`src/rtl/ula_sequencial_if.sv`:
```
// rtl/ula_sequencial_if.sv - request/result bus of the sequential ULA
//
// Groups the operand request handshake (entrada1, entrada2, seletor,
// valido_entrada / pronto) and the registered result with its status flags
// (saida, valido_saida, zero, negativo, vai_um, overflow, erro).
//   master : operand-register side, drives the request and observes the result
//   slave  : the ULA itself
interface ula_sequencial_if #(
   parameter int WIDTH = 8
);
   logic [WIDTH-1:0] entrada1;
   logic [WIDTH-1:0] entrada2;
   logic [2:0]       seletor;
   logic             valido_entrada;
   logic             pronto;
   logic [WIDTH-1:0] saida;
   logic             valido_saida;
   logic             zero;
   logic             negativo;
   logic             vai_um;
   logic             overflow;
   logic             erro;

   modport master (
      output entrada1, entrada2, seletor, valido_entrada,
      input  pronto, saida, valido_saida, zero, negativo, vai_um, overflow, erro
   );

   modport slave (
      input  entrada1, entrada2, seletor, valido_entrada,
      output pronto, saida, valido_saida, zero, negativo, vai_um, overflow, erro
   );
endinterface

```
`src/rtl/ula_sequencial.sv`:
```
// rtl/ula_sequencial.sv - registered WIDTH-bit ULA with valid/ready input and flags
//
// Ports:
//   clock : rising-edge clock
//   reset : synchronous, active-high reset
//   bus   : ula_sequencial_if.slave (operands, seletor, handshake, result, flags)
// seletor: 000 soma, 001 subtracao, 010 and, 011 or, 100 multiplicacao,
// anything else raises erro with saida=0.
// Build option: define ULA_MULT_EN to compile in the iterative shift-add
// multiplier (WIDTH cycles, input stalled meanwhile). Without it seletor=100
// is treated as an invalid code.
module ula_sequencial #(
   parameter int WIDTH = 8
) (
   input  logic            clock,
   input  logic            reset,
   ula_sequencial_if.slave bus
);
   logic [WIDTH-1:0] saida_r;
   logic             valido_r;
   logic             zero_r;
   logic             negativo_r;
   logic             vai_um_r;
   logic             overflow_r;
   logic             erro_r;

   logic             aceita;
   logic [WIDTH:0]   soma_ext;
   logic [WIDTH:0]   sub_ext;
   logic [WIDTH-1:0] res_c;
   logic             vai_um_c;
   logic             overflow_c;
   logic             erro_c;
   logic             sa;
   logic             sb;

`ifdef ULA_MULT_EN
   localparam logic [0:0] OCIOSO     = 1'b0;
   localparam logic [0:0] MULTIPLICA = 1'b1;
   localparam int         CW         = $clog2(WIDTH);

   logic [0:0]         estado;
   logic [CW-1:0]      contador;
   logic [2*WIDTH-1:0] acc;
   logic [2*WIDTH-1:0] mcand;
   logic [2*WIDTH-1:0] acc_prox;
   logic [WIDTH-1:0]   mplier;

   // mcand walks left and mplier walks right, so bit 0 of mplier always
   // selects whether the current partial product is added.
   assign acc_prox  = mplier[0] ? (acc + mcand) : acc;
   assign bus.pronto = (estado == OCIOSO) && !reset;
`else
   assign bus.pronto = !reset;
`endif

   assign aceita = bus.valido_entrada && bus.pronto;

   always_comb begin
      sa         = bus.entrada1[WIDTH-1];
      sb         = bus.entrada2[WIDTH-1];
      soma_ext   = {1'b0, bus.entrada1} + {1'b0, bus.entrada2};
      sub_ext    = {1'b0, bus.entrada1} - {1'b0, bus.entrada2};
      res_c      = '0;
      vai_um_c   = 1'b0;
      overflow_c = 1'b0;
      erro_c     = 1'b0;
      case (bus.seletor)
         3'b000: begin
            res_c      = soma_ext[WIDTH-1:0];
            vai_um_c   = soma_ext[WIDTH];
            overflow_c = (sa == sb) && (soma_ext[WIDTH-1] != sa);
         end
         3'b001: begin
            // bit WIDTH of the zero-extended difference is the unsigned borrow
            res_c      = sub_ext[WIDTH-1:0];
            vai_um_c   = sub_ext[WIDTH];
            overflow_c = (sa != sb) && (sub_ext[WIDTH-1] != sa);
         end
         3'b010:  res_c  = bus.entrada1 & bus.entrada2;
         3'b011:  res_c  = bus.entrada1 | bus.entrada2;
         default: erro_c = 1'b1;
      endcase
   end

   always_ff @(posedge clock) begin
      if (reset) begin
         saida_r    <= '0;
         valido_r   <= 1'b0;
         zero_r     <= 1'b0;
         negativo_r <= 1'b0;
         vai_um_r   <= 1'b0;
         overflow_r <= 1'b0;
         erro_r     <= 1'b0;
`ifdef ULA_MULT_EN
         estado     <= OCIOSO;
         contador   <= '0;
         acc        <= '0;
         mcand      <= '0;
         mplier     <= '0;
`endif
      end else begin
         valido_r <= 1'b0;
`ifdef ULA_MULT_EN
         if (estado == MULTIPLICA) begin
            acc      <= acc_prox;
            mcand    <= mcand << 1;
            mplier   <= mplier >> 1;
            contador <= contador + 1'b1;
            if (contador == CW'(WIDTH - 1)) begin
               saida_r    <= acc_prox[WIDTH-1:0];
               zero_r     <= (acc_prox[WIDTH-1:0] == '0);
               negativo_r <= acc_prox[WIDTH-1];
               vai_um_r   <= 1'b0;
               overflow_r <= |acc_prox[2*WIDTH-1:WIDTH];
               erro_r     <= 1'b0;
               valido_r   <= 1'b1;
               estado     <= OCIOSO;
            end
         end
         // aceita implies OCIOSO, so this never overlaps the step above
         if (aceita && bus.seletor == 3'b100) begin
            acc      <= '0;
            mcand    <= {{WIDTH{1'b0}}, bus.entrada1};
            mplier   <= bus.entrada2;
            contador <= '0;
            estado   <= MULTIPLICA;
         end else
`endif
         if (aceita) begin
            saida_r    <= res_c;
            zero_r     <= (res_c == '0);
            negativo_r <= res_c[WIDTH-1];
            vai_um_r   <= vai_um_c;
            overflow_r <= overflow_c;
            erro_r     <= erro_c;
            valido_r   <= 1'b1;
         end
      end
   end

   assign bus.saida        = saida_r;
   assign bus.valido_saida = valido_r;
   assign bus.zero         = zero_r;
   assign bus.negativo     = negativo_r;
   assign bus.vai_um       = vai_um_r;
   assign bus.overflow     = overflow_r;
   assign bus.erro         = erro_r;
endmodule
```
`src/flat_wrapper.sv`:
```
// flat-port wrapper written by rule: the top's interface ports become plain ports
module ula_sequencial_flat 
#(
   parameter int WIDTH = 8
)
  (clock, reset, bus_entrada1, bus_entrada2, bus_seletor, bus_valido_entrada, bus_pronto, bus_saida, bus_valido_saida, bus_zero, bus_negativo, bus_vai_um, bus_overflow, bus_erro);
  ula_sequencial_if #(.WIDTH(WIDTH)) bus_i ();
  input  logic clock;
  input  logic reset;
  input wire logic [$bits(bus_i.entrada1)-1:0] bus_entrada1;
  input wire logic [$bits(bus_i.entrada2)-1:0] bus_entrada2;
  input wire logic [$bits(bus_i.seletor)-1:0] bus_seletor;
  input wire logic [$bits(bus_i.valido_entrada)-1:0] bus_valido_entrada;
  output wire logic [$bits(bus_i.pronto)-1:0] bus_pronto;
  output wire logic [$bits(bus_i.saida)-1:0] bus_saida;
  output wire logic [$bits(bus_i.valido_saida)-1:0] bus_valido_saida;
  output wire logic [$bits(bus_i.zero)-1:0] bus_zero;
  output wire logic [$bits(bus_i.negativo)-1:0] bus_negativo;
  output wire logic [$bits(bus_i.vai_um)-1:0] bus_vai_um;
  output wire logic [$bits(bus_i.overflow)-1:0] bus_overflow;
  output wire logic [$bits(bus_i.erro)-1:0] bus_erro;
  assign bus_i.entrada1 = bus_entrada1;
  assign bus_i.entrada2 = bus_entrada2;
  assign bus_i.seletor = bus_seletor;
  assign bus_i.valido_entrada = bus_valido_entrada;
  assign bus_pronto = bus_i.pronto;
  assign bus_saida = bus_i.saida;
  assign bus_valido_saida = bus_i.valido_saida;
  assign bus_zero = bus_i.zero;
  assign bus_negativo = bus_i.negativo;
  assign bus_vai_um = bus_i.vai_um;
  assign bus_overflow = bus_i.overflow;
  assign bus_erro = bus_i.erro;
  ula_sequencial #(.WIDTH(WIDTH)) u_core (.clock(clock), .reset(reset), .bus(bus_i));
endmodule
```
`config.mk`:
```
export PLATFORM = sky130hd
export DESIGN_NAME = ula_sequencial_flat
export DESIGN_NICKNAME = d
export VERILOG_FILES = /design/src/rtl/ula_sequencial_if.sv /design/src/rtl/ula_sequencial.sv /design/src/flat_wrapper.sv
export SDC_FILE = /design/constraint.sdc
export NUM_CORES = 1
export LEC_CHECK = 0
export ABC_CLOCK_PERIOD_IN_PS = 3400
export CORE_ASPECT_RATIO = 1.75
export CORE_MARGIN = 2
export CORE_UTILIZATION = 40
export CTS_BUF_LIST = sky130_fd_sc_hd__clkbuf_8
export CTS_CLUSTER_SIZE = 8
export DETAILED_ROUTE_END_ITERATION = 7
export HOLD_SLACK_MARGIN = 0.12
export PLACE_DENSITY = 0.77
export SYNTH_ARGS = -nofsm -noshare
export SYNTH_HDL_FRONTEND = slang
export SYNTH_SLANG_ARGS = --single-unit
```
`constraint.sdc`:
```
create_clock -name clock -period 3.4 [get_ports clock]
set_clock_uncertainty 0.2 [all_clocks]
set_input_delay 0.51 -clock clock [delete_from_list [all_inputs] [get_ports clock]]
set_output_delay 0.51 -clock clock [all_outputs]
set_load 0.005 [all_outputs]
```
**Word-level counts from Yosys, hierarchy flattened**

Cells that the tools add are included.

- Input bits: 22
- Register bits: 14

- Multiplexer cells: 5
- $add $sub $neg: 2
- Eq/ne operators: 7
- Bitwise logic cells: 2
- Reduce and logical (&&, ||, !) cells: 7

Operators with widths:

| operator | count |
|---|---|
| $pmux W8 S4 | 1 |
| $add A8 B8 Y9 | 1 |
| $sub A8 B8 Y9 | 1 |
| $and A8 B8 Y8 | 1 |
| $logic_not A8 Y1 | 1 |
| $or A8 B8 Y8 | 1 |
| $eq A3 B2 Y1 const B | 2 |
| $pmux W1 S2 | 2 |
| $reduce_or A4 Y1 | 1 |
| $eq A3 B1 Y1 const B | 1 |
| $logic_and A1 B1 Y1 | 3 |
| $logic_not A3 Y1 | 1 |
| $ne A1 B1 Y1 | 3 |
| $mux W1 | 2 |
| $eq A1 B1 Y1 | 1 |
| $logic_not A1 Y1 | 1 |

**Longest topological paths before layout**

- Word-level depth: 4
- Mapped depth: 11
- Depth with buffers taken out: 11

**Least setup slack after synthesis**

Ideal clock, no wire load.

- Path kind: input port to flip-flop
- Start: input port bus_entrada1[0]
- End: register u_core.zero_r (netlist: u_core.bus.zero)
- Path slack: 0.759 ns
- Stages on the path: 9
- Arrival: 2.380 ns
- Cell sequence: inv_1 ha_1 inv_1 fa_1 mux4_2 and2b_1 nor4b_1 and4_4 a32o_1

- Longest elaborated chain between the ends: 3
- Elaborated cells on any way between the ends: 6
- Those cells by class: 2 x add/sub; 1 x mux; 2 x bitwise; 1 x reduce/logical

RTL lines:

| what | line | source |
|---|---|---|
| start: declaration | flat_wrapper.sv:10 | `input wire logic [$bits(bus_i.entrada1)-1:0] bus_entrada1;` |
| $sub A8 B8 Y9, or another cell as far along | ula_sequencial.sv:63 | `sub_ext = {1'b0, bus.entrada1} - {1'b0, bus.entrada2};` |
| $pmux W8 S4 * | ula_sequencial.sv:68 | `case (bus.seletor)` |
| $logic_not A8 Y1 * | ula_sequencial.sv:132 | `zero_r <= (res_c == '0);` |
| end signal: assignment | ula_sequencial.sv:132 |  |
| end: declaration | ula_sequencial.sv:21 | `logic zero_r;` |

Every way passes the cells marked *; elsewhere a longest branch is shown, timed or not.
A chain may end at the register's enable or synchronous reset.

**Worst setup path in the final report**

Same ends and word-level chain as after synthesis.

==> flow_metrics.tcl <==
set metrics [dict create \
    worstPathRequired_ps 3380 \
    clk-insertion-delay-late_ps 230 \
    route.detailed.drc 0 \
    share_comb_of_total_power 0.426 \
    tot_gr_track_use 0.144 \
    routed_wirelength_um 3170 \
    path_cells "clkdlybuf4s50_1 > inv_1 > ha_1 > inv_1 > fa_1 > mux4_2 > and2b_1 > nor4b_1 > and4_4 > a32o_1" \
    timing.max_cap.violations 0 \
    place.detailed.hpwl_um 2680 \
    critPathMostFrequentCell "inv_1" \
    synth_fp_nets 246 \
    clockBufferDepth 2 \
    crit_type "input port to flop" \
    grt_first_pass_wirelength_um 5240 \
    ys_top_cells_by_area "ha_1, dfxtp_1, inv_1" \
    grt_start_max_net_pins 24 \
    detail-route-antenna-nets 0 \
    detailedPlace.worstSlack_ps 69.4 \
    vias_in_the_first_global_route 1323 \
    firstDrtPassIters 4 \
    share_of_synthesized_area_occupied_by_flip_flops_and_latches 0.166 \
    ys.warnings.count 0 \
    totalNegativeSetupSlack_ps 0 \
    timing.final.setup_violations 0 \
    cp.arrival_ps 3070 \
    die_h_um 86.9 \
    grt_setup_unrepaired "false" \
    hold_violations 0 \
    synth_top_area_cell "ha_1" \
    clock_tree_from_tritoncts "built" \
    critPathLaunchType "input port" \
    vias 1423 \
    synthCells 197 \
    fp.coreArea_um2 3830 \
    most_used_cells_in_the_layout_excluding_fill_and_tap_cells "clkdlybuf4s50_1, ha_1, inv_1" \
    cts_hold_repair.buffers 0 \
    post_cts.resized_instances 0 \
    synthToLayoutAreaGrowth_pct 25.7 \
    post-route-period-util 0.907 \
    synth_ff_type "dfxtp_1" \
    chipWidth_um 51.4 \
    mostFrequentLayoutCell "clkdlybuf4s50_1" \
    post_place_cell_area_um2 1930 \
    grt_antenna_before_repair 0 \
    ir_worst_vdd_mv 0.158 \
    grt_remaining_overflow 0 \
    clockRootBuffer "clkbuf_8" \
    ys_types 50 \
    worstRegToRegCells 2 \
    min_path_cells 2 \
    tritoncts.num_buffers 3 \
    syn_avg_cell_area_um2 7.97 \
    routed_via_density 5.16 \
    pwr_density_cell_nw_per_um2 259 \
    cts_sinks 13 \
    path_max_fanout 2 \
    ys_seq_elements 13 \
    period_minus_slack_ps 3090 \
    dr.first_iter.drc_count 21 \
    io_buffer_count 36 \
    initial_utilization 0.410 \
    mapped_cell_area_um2 1570 \
    drive_gt1_frac 0.0658 \
    die-area_um2 4460 \
    maximum_clock_frequency_mhz 324 \
    n_antenna_cell 0 \
    power_frac_seq 0.323 \
    power.share.clock 0.252 \
    power.share.switching 0.316 \
    slowest_stage "clkdlybuf4s50_1" \
    cts.reportedPaths.clkPinSlew_ps 50 \
    gpl.final_weighted_congestion 0.859 \
    count_of_flip_flops_with_a_built_in_enable_after_synthesis 0 \
    power.switching_w 0.000162 \
    wl_per_cell_um 11.5 \
    critPathCaptureType "flop" \
    synth-async-reset-ratio 0 \
    status "complete, no violations" \
    placementRows 30 \
    post-cts-setup-buffer-count 0 \
    post-route-worst-setup-slack_ps 315 \
    leakage_power_nw 0.902 \
    cpPeakStageDelay_ps 480 \
    pin_count 37 \
    max-slew-margin-rel 0.696 \
    tightestPinTransition_ps 455 \
    synth_top_area_share 0.199 \
    clock_tree.htree_level_count 1 \
    cell_internal_pwr_w 0.000350 \
    hp-class "flop to flop" \
    area_of_all_placed_cells_without_fillers_um2 1970 \
    maxSlewViolCount 0 \
    layout.nets 278 \
]
==> per-stage QoR <==
step / power, W / hold slack (ps) / instances / utilization
after CTS: 0.000516 / 274 / 276 / 0.516
after global routing: 0.000544 / 290 / 276 / 0.516
after global placement: 0.000381 / 258 / 272 / 0.504
after detailed placement: 0.000385 / 262 / 272 / 0.504
after floorplan: 0.000313 / 266 / 197 / -
final: 0.000512 / 271 / 276 / 0.516
==> kinds of logic after synthesis <==
family,count (synthesis),synth area share
adders and majority gates,27,0.225
and+or+nand+nor,58,0.194
DFF,13,0.166
xor gates and xnor gates,6,0.0335
buffers and inverters,34,0.106
AOI/OAI and AO/OA,53,0.230
muxes,6,0.0462
==> per-layer routing <==
layer  share of wire  vias to the layer above  track usage
met5               0                        -            0
met4          0.0082                        0       0.0574
met3           0.026                        2            0
met2            0.55                       32        0.283
met1            0.42                      647        0.157
li1                -                      742            -
==> path summary, 6_finish.rpt <==
| kind | from | to | slack, ps |
|---|---|---|---|
| worst max-delay path | bus_entrada1[0] | u_core.bus.zero | 310 |
| worst max register to register | u_core.bus.overflow | u_core.bus.overflow | 2390 |
| worst min register to register | u_core.bus.saida[4] | u_core.bus.saida[4] | 270 |
| worst min-delay path | u_core.bus.saida[4] | u_core.bus.saida[4] | 270 |
==> power groups by stage <==
stage          Clock, W  Sequential [W]  Combinational, W
6_report       0.000129        0.000165          0.000218
5_1_grt        0.000137        0.000166          0.000242
4_1_cts        0.000133        0.000165          0.000218
3_5_place_dp          0        0.000169          0.000217
3_3_place_gp          0        0.000168          0.000212
2_1_floorplan         0        0.000169          0.000144
==> worst max-delay path: cells and delay by family <==
kind / cells / cell delay, ps
AND/OR/NAND/NOR: 3 / 730
multiplexers: 1 / 460
adder cells (fa/ha/maj): 2 / 590
buffers and inverters: 3 / 610
AO/OA/AOI/OAI: 1 / 160
==> final cells by class <==
| class | count | area, um^2 |
|---|---|---|
| Clock inverter | 1 | 3.75 |
| Clock buffer | 3 | 41.3 |
| Inverter | 22 | 82.6 |
| Fill cell | 394 | 1850 |
| Multi-Input combinational cell | 150 | 1140 |
| Sequential cell | 13 | 260 |
| Timing Repair Buffer | 39 | 383 |
| Tap cell | 48 | 60.1 |
==> Yosys cell counts, types with 2 or more instances <==
cell / number
a211oi_1: 3
a21oi_1: 13
a22oi_1: 2
a31oi_1: 2
a32o_1: 2
and2_1: 2
and2b_1: 2
buf_2: 2
buf_4: 3
buf_6: 2
clkbuf_1: 4
dfxtp_1: 13
fa_1: 2
ha_1: 25
inv_1: 22
mux2i_1: 5
nand2_1: 16
nand2b_1: 5
nand3_1: 2
nor2_1: 15
nor2b_1: 2
nor3_1: 4
nor4_1: 2
o211ai_1: 4
o21a_1: 2
o21ai_0: 10
o21bai_1: 3
o2bb2ai_1: 2
xnor2_1: 4
xor2_1: 2
==> state kept, by name, indices dropped and copies added, names as in the netlist <==
signal                   cells
u_core.bus.valido_saida      1
u_core.bus.erro              1
u_core.bus.saida             8
u_core.bus.overflow          1
u_core.bus.vai_um            1
u_core.bus.zero              1
(Power assumes the default switching activity.)
